==> src/rtl/rr_arbiter.sv <==
// rr_arbiter: N-way arbiter with a registered one-hot grant, hold-until-release,
// bounded tenure (MAX_HOLD) and round-robin fairness.
// Optional feature macro: RR_ARB_ROUND_ROBIN_EN. When it is defined, the
// priority pointer rotates past each new grant. When it is undefined, the
// pointer stays at 0 and the arbiter gives fixed priority to the lowest index.
module rr_arbiter #(
   parameter int N        = 4,
   parameter int MAX_HOLD = 4
) (
   input  logic                 CLK,
   input  logic                 RESET,
   input  logic [N-1:0]         REQ,
   output logic [N-1:0]         GNT,
   output logic                 GNT_VALID,
   output logic [$clog2(N)-1:0] GNT_ID
);

   localparam int IDW = $clog2(N);
   localparam int CW  = (MAX_HOLD > 0) ? $clog2(MAX_HOLD + 1) : 1;
   localparam logic [CW-1:0] MAX_CNT = CW'(MAX_HOLD);
   localparam logic [CW-1:0] CNT_ONE = CW'(1);
   localparam logic [N-1:0]  VEC_ONE = N'(1);

   typedef enum logic {IDLE, BUSY} state_t;

   state_t          state_q, state_n;
   logic [N-1:0]    gnt_q, gnt_n;
   logic            valid_q;
   logic [IDW-1:0]  id_q, id_n;
   logic [IDW-1:0]  ptr_q, ptr_n;
   logic [CW-1:0]   cnt_q, cnt_n;
   logic [N-1:0]    win_all, win_other;
   logic            new_grant;
   logic [N-1:0]    new_vec;

   // Lowest set bit at index >= p, falling back to the lowest set bit overall.
   function automatic logic [N-1:0] arb(input logic [N-1:0] v, input logic [IDW-1:0] p);
      logic [N-1:0] hi;
      hi = v & ({N{1'b1}} << p);
      if (hi != '0)
         return hi & (~hi + VEC_ONE);
      return v & (~v + VEC_ONE);
   endfunction

   // Binary index of a one-hot vector; 0 when the vector is empty.
   function automatic logic [IDW-1:0] idx_of(input logic [N-1:0] oh);
      logic [IDW-1:0] r;
      r = '0;
      for (int unsigned i = 0; i < N; i++)
         if (oh[i])
            r = IDW'(i);
      return r;
   endfunction

   assign win_all   = arb(REQ, ptr_q);
   assign win_other = arb(REQ & ~gnt_q, ptr_q);

   // Next-state logic: release, expiry and hold decisions, plus pointer update.
   always_comb begin
      state_n   = state_q;
      gnt_n     = gnt_q;
      cnt_n     = cnt_q;
      new_grant = 1'b0;
      new_vec   = '0;

      unique case (state_q)
         IDLE: begin
            if (REQ != '0) begin
               new_grant = 1'b1;
               new_vec   = win_all;
            end
         end
         BUSY: begin
            if ((REQ & gnt_q) == '0) begin
               // Release takes precedence over a simultaneous expiry.
               if (win_all != '0) begin
                  new_grant = 1'b1;
                  new_vec   = win_all;
               end else begin
                  state_n = IDLE;
                  gnt_n   = '0;
                  cnt_n   = '0;
               end
            end else if ((MAX_HOLD != 0) && (cnt_q == MAX_CNT)) begin
               if (win_other != '0) begin
                  new_grant = 1'b1;
                  new_vec   = win_other;
               end else begin
                  cnt_n = CNT_ONE;
               end
            end else if ((MAX_HOLD != 0) && (cnt_q != MAX_CNT)) begin
               cnt_n = cnt_q + CNT_ONE;
            end
         end
         default: begin
            state_n = IDLE;
            gnt_n   = '0;
            cnt_n   = '0;
         end
      endcase

      if (new_grant) begin
         state_n = BUSY;
         gnt_n   = new_vec;
         cnt_n   = CNT_ONE;
      end

      id_n = idx_of(gnt_n);

`ifdef RR_ARB_ROUND_ROBIN_EN
      ptr_n = ptr_q;
      if (new_grant)
         ptr_n = (id_n == IDW'(N - 1)) ? '0 : id_n + IDW'(1);
`else
      ptr_n = '0;
`endif
   end

   // State and output registers; synchronous reset dominates.
   always_ff @(posedge CLK) begin
      if (RESET) begin
         state_q <= IDLE;
         gnt_q   <= '0;
         valid_q <= 1'b0;
         id_q    <= '0;
         ptr_q   <= '0;
         cnt_q   <= '0;
      end else begin
         state_q <= state_n;
         gnt_q   <= gnt_n;
         valid_q <= (gnt_n != '0);
         id_q    <= id_n;
         ptr_q   <= ptr_n;
         cnt_q   <= cnt_n;
      end
   end

   assign GNT       = gnt_q;
   assign GNT_VALID = valid_q;
   assign GNT_ID    = id_q;

endmodule
==> config.mk <==
export PLATFORM = sky130hd
export DESIGN_NAME = rr_arbiter
export DESIGN_NICKNAME = d
export VERILOG_FILES = /design/src/rtl/rr_arbiter.sv
export SDC_FILE = /design/constraint.sdc
export NUM_CORES = 1
export LEC_CHECK = 0
export ABC_AREA = 1
export BUFFER_PORTS_ARGS = -buffer_cell sky130_fd_sc_hd__buf_2
export CORE_MARGIN = 3
export CORE_UTILIZATION = 54
export DETAILED_ROUTE_END_ITERATION = 6
export PLACE_DENSITY = 0.77
export SLEW_MARGIN = 20
export SYNTH_ARGS = -nofsm -noshare
export SYNTH_HDL_FRONTEND = slang
export SYNTH_SLANG_ARGS = --single-unit
export TNS_END_PERCENT = 50
==> constraint.sdc <==
create_clock -name CLK -period 1.8 [get_ports CLK]
set_input_delay 0.09 -clock CLK [delete_from_list [all_inputs] [get_ports CLK]]
set_output_delay 0.09 -clock CLK [all_outputs]
set_load 0.05 [all_outputs]
---- Word level (Yosys, flattened, before mapping) ----
Index checks and enable logic that the tools add are counted.
W data, S select, Z words.
cells by class
  add/subtract/negate cells ............... 3
  $mul .................................... 0
  divide/modulo/power cells ............... 0
  magnitude comparators ................... 0
  equality and inequality tests ........... 6
  shift-type cells ........................ 0
  mux-type cells .......................... 34
  bitwise logic cells ..................... 8
  reduce and logical (&&, ||, !) cells .... 12
operator list
  kind                   count
  $mux W4                13
  $reduce_bool A4 Y1     6
  $and A4 B4 Y4          4
  $mux W3                5
  $mux W1                12
  $not A4 Y4             3
  $ne A3 B3 Y1 const B   3
  $add A4 B1 Y4 const B  2
  $pmux W4 S2            1
  $reduce_and A4 Y1      2
  $logic_not A4 Y1       1
  $mux W2                2
  $ne A4 B4 Y1 const B   1
  $add A3 B1 Y3 const B  1
  $eq A3 B3 Y1 const B   1
  $reduce_bool A3 Y1     1
  $ne A2 B2 Y1 const B   1
  $pmux W1 S2            1
  $reduce_bool A2 Y1     1
  $reduce_or A2 Y1       1
  $not A1 Y1             1
word-level totals
  flip-flop bits (word level) ............. 11
  latch bits .............................. 0
  RAM bits ................................ 0
  memory bits (read-only) ................. 0
  input bits .............................. 6
  output and inout bits ................... 7
  word-level logic and storage cells ...... 69
  memories kept ........................... 0

---- Logic depth before layout (Yosys ltp) ----
  depth after elaboration ................. 16
  mapped depth ............................ 13
  mapped depth without buffers ............ 13

---- Worst setup path before layout ----
OpenSTA, ideal clock, no wires.
  path kind ............................... register to register
  start ................................... reg gnt_q[2], in the netlist GNT[2]
  end ..................................... reg valid_q, in the netlist GNT_VALID
  setup time .............................. 0.112 ns
  arrival time ............................ 1.510 ns
  required time ........................... 1.688 ns
  setup slack ............................. 0.178 ns
  stages on the path, launching flop included .. 14
  buffers on the path ..................... 0
  period minus slack after synthesis ...... 1.622 ns
  cells stage by stage .................... dfxtp_1 nand2_1 nand2_1 inv_2 nand2_1 nand2_1 nand2_1 nand2_1 inv_1 nand2_4 nand2_4 nand2_2 nand2_2 nand2_1
on the way
  word-level cells in the longest chain between the ends .. 14
  elaborated cells on any way between the ends .. 25
  classes of those cells .................. add/sub: 1; mux: 15; bitwise: 5; reduce/logical: 4
ends and longest elaborated chain
  item                                               line    text
  start: declaration                                 27      logic [N-1:0] gnt_q, gnt_n;
  start signal: assignment                           130     gnt_q <= gnt_n;
  $not A4 Y4                                         56      assign win_other = arb(REQ & ~gnt_q, ptr_q);
  $and A4 B4 Y4                                      56
  $not A4 Y4                                         41, 42
  $add A4 B1 Y4                                      41, 42
  $and A4 B4 Y4                                      41, 42
  $mux W4                                            40      if (hi != '0)
  $mux W4                                            42      return v & (~v + VEC_ONE);
  $reduce_bool A4 Y1                                 85      if (win_other != '0) begin
  $mux W4 / $mux W1 (equally long branches)          85
  $mux W4 / $mux W1 (equally long branches)          84      end else if ((MAX_HOLD != 0) && (cnt_q == MAX_CNT)) begin
  $mux W4 / $mux W1 (equally long branches)          74      if ((REQ & gnt_q) == '0) begin
  $pmux W4 S2 / $pmux W1 S2 (equally long branches)  66      unique case (state_q)
  $mux W4 (*)                                        102     if (new_grant) begin
  $reduce_bool A4 Y1 (*)                             131     valid_q <= (gnt_n != '0);
  end signal: assignment                             131
  end: declaration                                   28      logic valid_q;
Every way passes the cells marked *; elsewhere a longest branch is shown, timed or not. The select of a mux whose other input is x is not followed.
A chain may end at the register's enable or synchronous reset.

---- Final worst setup path ----
  start ................................... reg cnt_q[0]
  end ..................................... reg valid_q, in the netlist GNT_VALID
on the way
  word-level cells in the longest chain between the ends .. 6
  elaborated cells on any way between the ends .. 9
  classes of those cells .................. eq/ne: 1; mux: 7; reduce/logical: 1
ends and longest elaborated chain
  item                                               line  text
  start: declaration                                 31    logic [CW-1:0] cnt_q, cnt_n;
  start signal: assignment                           134   cnt_q <= cnt_n;
  $eq A3 B3 Y1 (*)                                   84
  $mux W4 / $mux W1 (equally long branches)          84
  $mux W4 / $mux W1 (equally long branches)          74
  $pmux W4 S2 / $pmux W1 S2 (equally long branches)  66
  $mux W4 (*)                                        102
  $reduce_bool A4 Y1 (*)                             131
Every way passes the cells marked *; elsewhere a longest branch is shown, timed or not.

==> results.json <==
{
  "status": "finished clean",
  "finClkSkew_ns": 0.00141,
  "worstSkewPairLatency_ns": 0.26,
  "nFillCells": 120,
  "critical_path_buf_inv_count": 1,
  "crit_type": "flip-flop to flip-flop",
  "synthCells": 126,
  "vdd_drop_max_uv": 577,
  "worstMarginPinSlew_ns": 0.374,
  "grt_busiest_layer": "met2",
  "crit_fanout": 7,
  "cpMostUsedCell": "nand2_2",
  "dr.pass1.iters": 4,
  "r2r_end": "GNT_VALID$_SDFF_PP0_",
  "cts_setup_buffers": 0,
  "r2r_start": "cnt_q[0]$_SDFFE_PP0P_",
  "drt_iter0_markers": 10,
  "first_global_vias": 728,
  "synth_nets": 134,
  "grt_util_met1_pct": 24.6,
  "r2r_setup_slack_ns": 0.27,
  "fin_cells": 157,
  "fmax_mhz": 652,
  "cap_violations": 0,
  "required_ns": 1.96,
  "wl_per_cell_um": 10.9,
  "fin_crit_sh_pct": 85.2,
  "nNetsFinal": 151,
  "hold_buffers": 0,
  "h-tree-depth": 1,
  "synth-seq-cells": 11,
  "start_kind": "flip-flop",
  "drc": 0,
  "clk_path_buf_depth": 2,
  "grt_pass1_wl_um": 2920,
  "start_util_pct": 59.4,
  "fp.dieH_um": 44.5,
  "clkTransAtPathRegs_ns": 0.07,
  "area_growth_pct": 12.9,
  "viasPerCell": 5.00,
  "slew_viol_final": 0,
  "power_density_nw_per_um2": 804,
  "crit_arrival_ns": 1.70,
  "finalSetupViolCount": 0,
  "drt-total-wl_um": 1710,
  "grt_usage_pct": 19.6,
  "met2_usage_pct": 33.0,
  "clockRootBuffer": "clkbuf_4",
  "coreArea_um2": 1350,
  "max_slew_margin_pct": 75.1,
  "vias": 785,
  "die_area_um2": 1980,
  "die_width_um": 44.5,
  "cts.sinks": 11,
  "cpLargestDelayFamily": "simple AND/OR/NAND/NOR gates",
  "rr_worst_depth": 10,
  "globalRouteOverflowTotal": 0,
  "met3_usage_pct": 3.66,
  "crit_chain": "inv_1, ha_1, nand2_1, o21ai_2, nand3_4, nand3_1, nand2_2, nand2_2, nand2_2, nand2_1",
  "cts_buffers": 3,
  "crit_path_end": "GNT_VALID$_SDFF_PP0_",
  "rows": 13,
  "cts_tree": "done",
  "grt_max_degree": 8,
  "max_stage_delay_ns": 0.36,
  "endpoint_kind": "flip-flop",
  "rsz0062_at_grt": "false",
  "n_antenna_cell": 0,
  "synth_cell_types": 25,
  "post-place-cells": 153,
  "setup-tns-final_ns": 0,
  "postRouteAntennaNets": 0,
  "pin_count": 13,
  "drive_gt1_share_pct": 24.6,
  "ys_seq_area_share_pct": 27.5,
  "avgSynthCellArea_um2": 6.37,
  "place.gp.congestion": 0.863,
  "antenna_found_initial": 0,
  "slowest_stage": "dfxtp_1",
  "period_minus_slack_ns": 1.53,
  "syn-cell-area_um2": 802,
  "dp_hpwl_um": 1390,
  "critical_path.startpoint": "cnt_q[0]$_SDFFE_PP0P_",
  "cp_num_cells": 10,
  "io_buffers": 12,
  "hp-class": "input pin to flip-flop",
  "hold_viol_final": 0,
  "synth_warnings": 0,
  "power.leakage_nw": 0.493,
  "post_cts_resized": 0
}
==> final cells by class <==
type,instances,area [um^2],area share (%)
inverters,23,86.3,9.53
repair buffers,14,75.1,8.29
flip-flops and latches,11,220,24.3
well taps,15,18.8,2.07
multi-input cells,90,479,52.9
clock buffers,4,26.3,2.90
==> flip-flops by register name, summed over array words and instances (netlist names) <==
| signal | cells |
|---|---|
| GNT_ID | 2 |
| GNT | 4 |
| GNT_VALID | 1 |
| state_q | 1 |
| cnt_q | 3 |
==> layout by cell type, fill, tap and decap left out <==
| cell | netlist | final |
|---|---|---|
| a211oi_2 | 1 | 1 |
| a21oi_1 | 4 | 4 |
| a31oi_1 | 1 | 1 |
| buf_2 | 1 | 12 |
| buf_4 | 0 | 2 |
| clkbuf_1 | 0 | 1 |
| clkbuf_4 | 0 | 3 |
| dfxtp_1 | 11 | 11 |
| ha_1 | 2 | 2 |
| inv_1 | 19 | 19 |
| inv_2 | 4 | 4 |
| nand2_1 | 42 | 42 |
| nand2_2 | 5 | 5 |
| nand2_4 | 2 | 2 |
| nand2_8 | 1 | 1 |
| nand3_1 | 9 | 9 |
| nand3_2 | 1 | 1 |
| nand3_4 | 1 | 1 |
| nand3b_1 | 1 | 1 |
| nand4_1 | 1 | 1 |
| nor2_1 | 13 | 13 |
| nor2_4 | 1 | 1 |
| nor3_2 | 1 | 1 |
| nor3b_1 | 1 | 1 |
| o21ai_0 | 1 | 1 |
| o21ai_2 | 1 | 1 |
| or2_1 | 1 | 1 |
==> worst register-to-register path, cell delays in order (launching register included) <==
cell,delay [ns]
dfxtp_1,0.36
inv_1,0.07
ha_1,0.19
nand2_1,0.16
o21ai_2,0.12
nand3_4,0.13
nand3_1,0.10
nand2_2,0.13
nand2_2,0.06
nand2_2,0.06
nand2_1,0.05
==> cells by family after synthesis <==
kind of cell	Yosys count	synth area share, %
buffers and inverters	25	12.8
DFF	11	27.5
AOI/OAI and AO/OA	8	6.55
and+or+nand+nor	80	50.1
adders and majority gates	2	3.12
==> synth_stat cells <==
master | instances | share of area, %
nand3_4 | 1 | 2.2
a31oi_1 | 1 | 0.78
nand2_2 | 5 | 3.9
ha_1 | 2 | 3.1
buf_2 | 1 | 0.62
inv_1 | 19 | 8.9
nand2_1 | 42 | 20
nor2_1 | 13 | 6.1
nand4_1 | 1 | 0.78
o21ai_0 | 1 | 0.62
nand2_4 | 2 | 2.8
buf_6 | 1 | 1.4
nand3_1 | 9 | 5.6
or2_1 | 1 | 0.78
nor3_2 | 1 | 1.2
nand3b_1 | 1 | 0.94
nand2_8 | 1 | 2.5
inv_2 | 4 | 1.9
nand3_2 | 1 | 1.2
o21ai_2 | 1 | 1.1
dfxtp_1 | 11 | 27
a211oi_2 | 1 | 1.6
nor3b_1 | 1 | 0.94
a21oi_1 | 4 | 2.5
nor2_4 | 1 | 1.4
==> worst min-delay path by stage <==
stage               startpoint           endpoint  depth (start not counted)
finish                   RESET  GNT[3]$_SDFF_PP0_                          2
global route             RESET  GNT[3]$_SDFF_PP0_                          2
CTS                      RESET  GNT[3]$_SDFF_PP0_                          2
detailed placement       RESET  GNT[3]$_SDFF_PP0_                          2
global placement         RESET  GNT[3]$_SDFF_PP0_                          2
floorplan                RESET  GNT[3]$_SDFF_PP0_                          1
==> through the flow <==
| stage | util, % | total power [mW] | instance area, um^2 | setup slack (ns) | hold slack [ns] |
|---|---|---|---|---|---|
| detailed placement | 65.2 | 0.568 | 880 | 0.275 | 0.380 |
| global route | 67.1 | 0.777 | 906 | 0.0984 | 0.0943 |
| floorplan | - | 0.509 | 802 | 0.178 | 0.162 |
| finish | 67.1 | 0.728 | 906 | 0.266 | 0.103 |
| global placement | 65.2 | 0.562 | 880 | 0.357 | 0.380 |
| CTS | 67.1 | 0.732 | 906 | 0.262 | 0.0963 |
==> routing by layer <==
metal	share of wire [%]	vias up
met1	46	343
met4	1.3	0
li1	-	416
met5	0	-
met2	48	22
met3	4.9	4
==> report_power, final <==
part | total [mW] | switching (mW) | internal, mW | leakage (nW)
sequential | 0.284 | 0.0169 | 0.267 | 0.0911
clock | 0.164 | 0.0779 | 0.0857 | 0.0150
combinational | 0.280 | 0.200 | 0.0801 | 0.387
No activity file was read; power rests on OpenSTA's default activity.
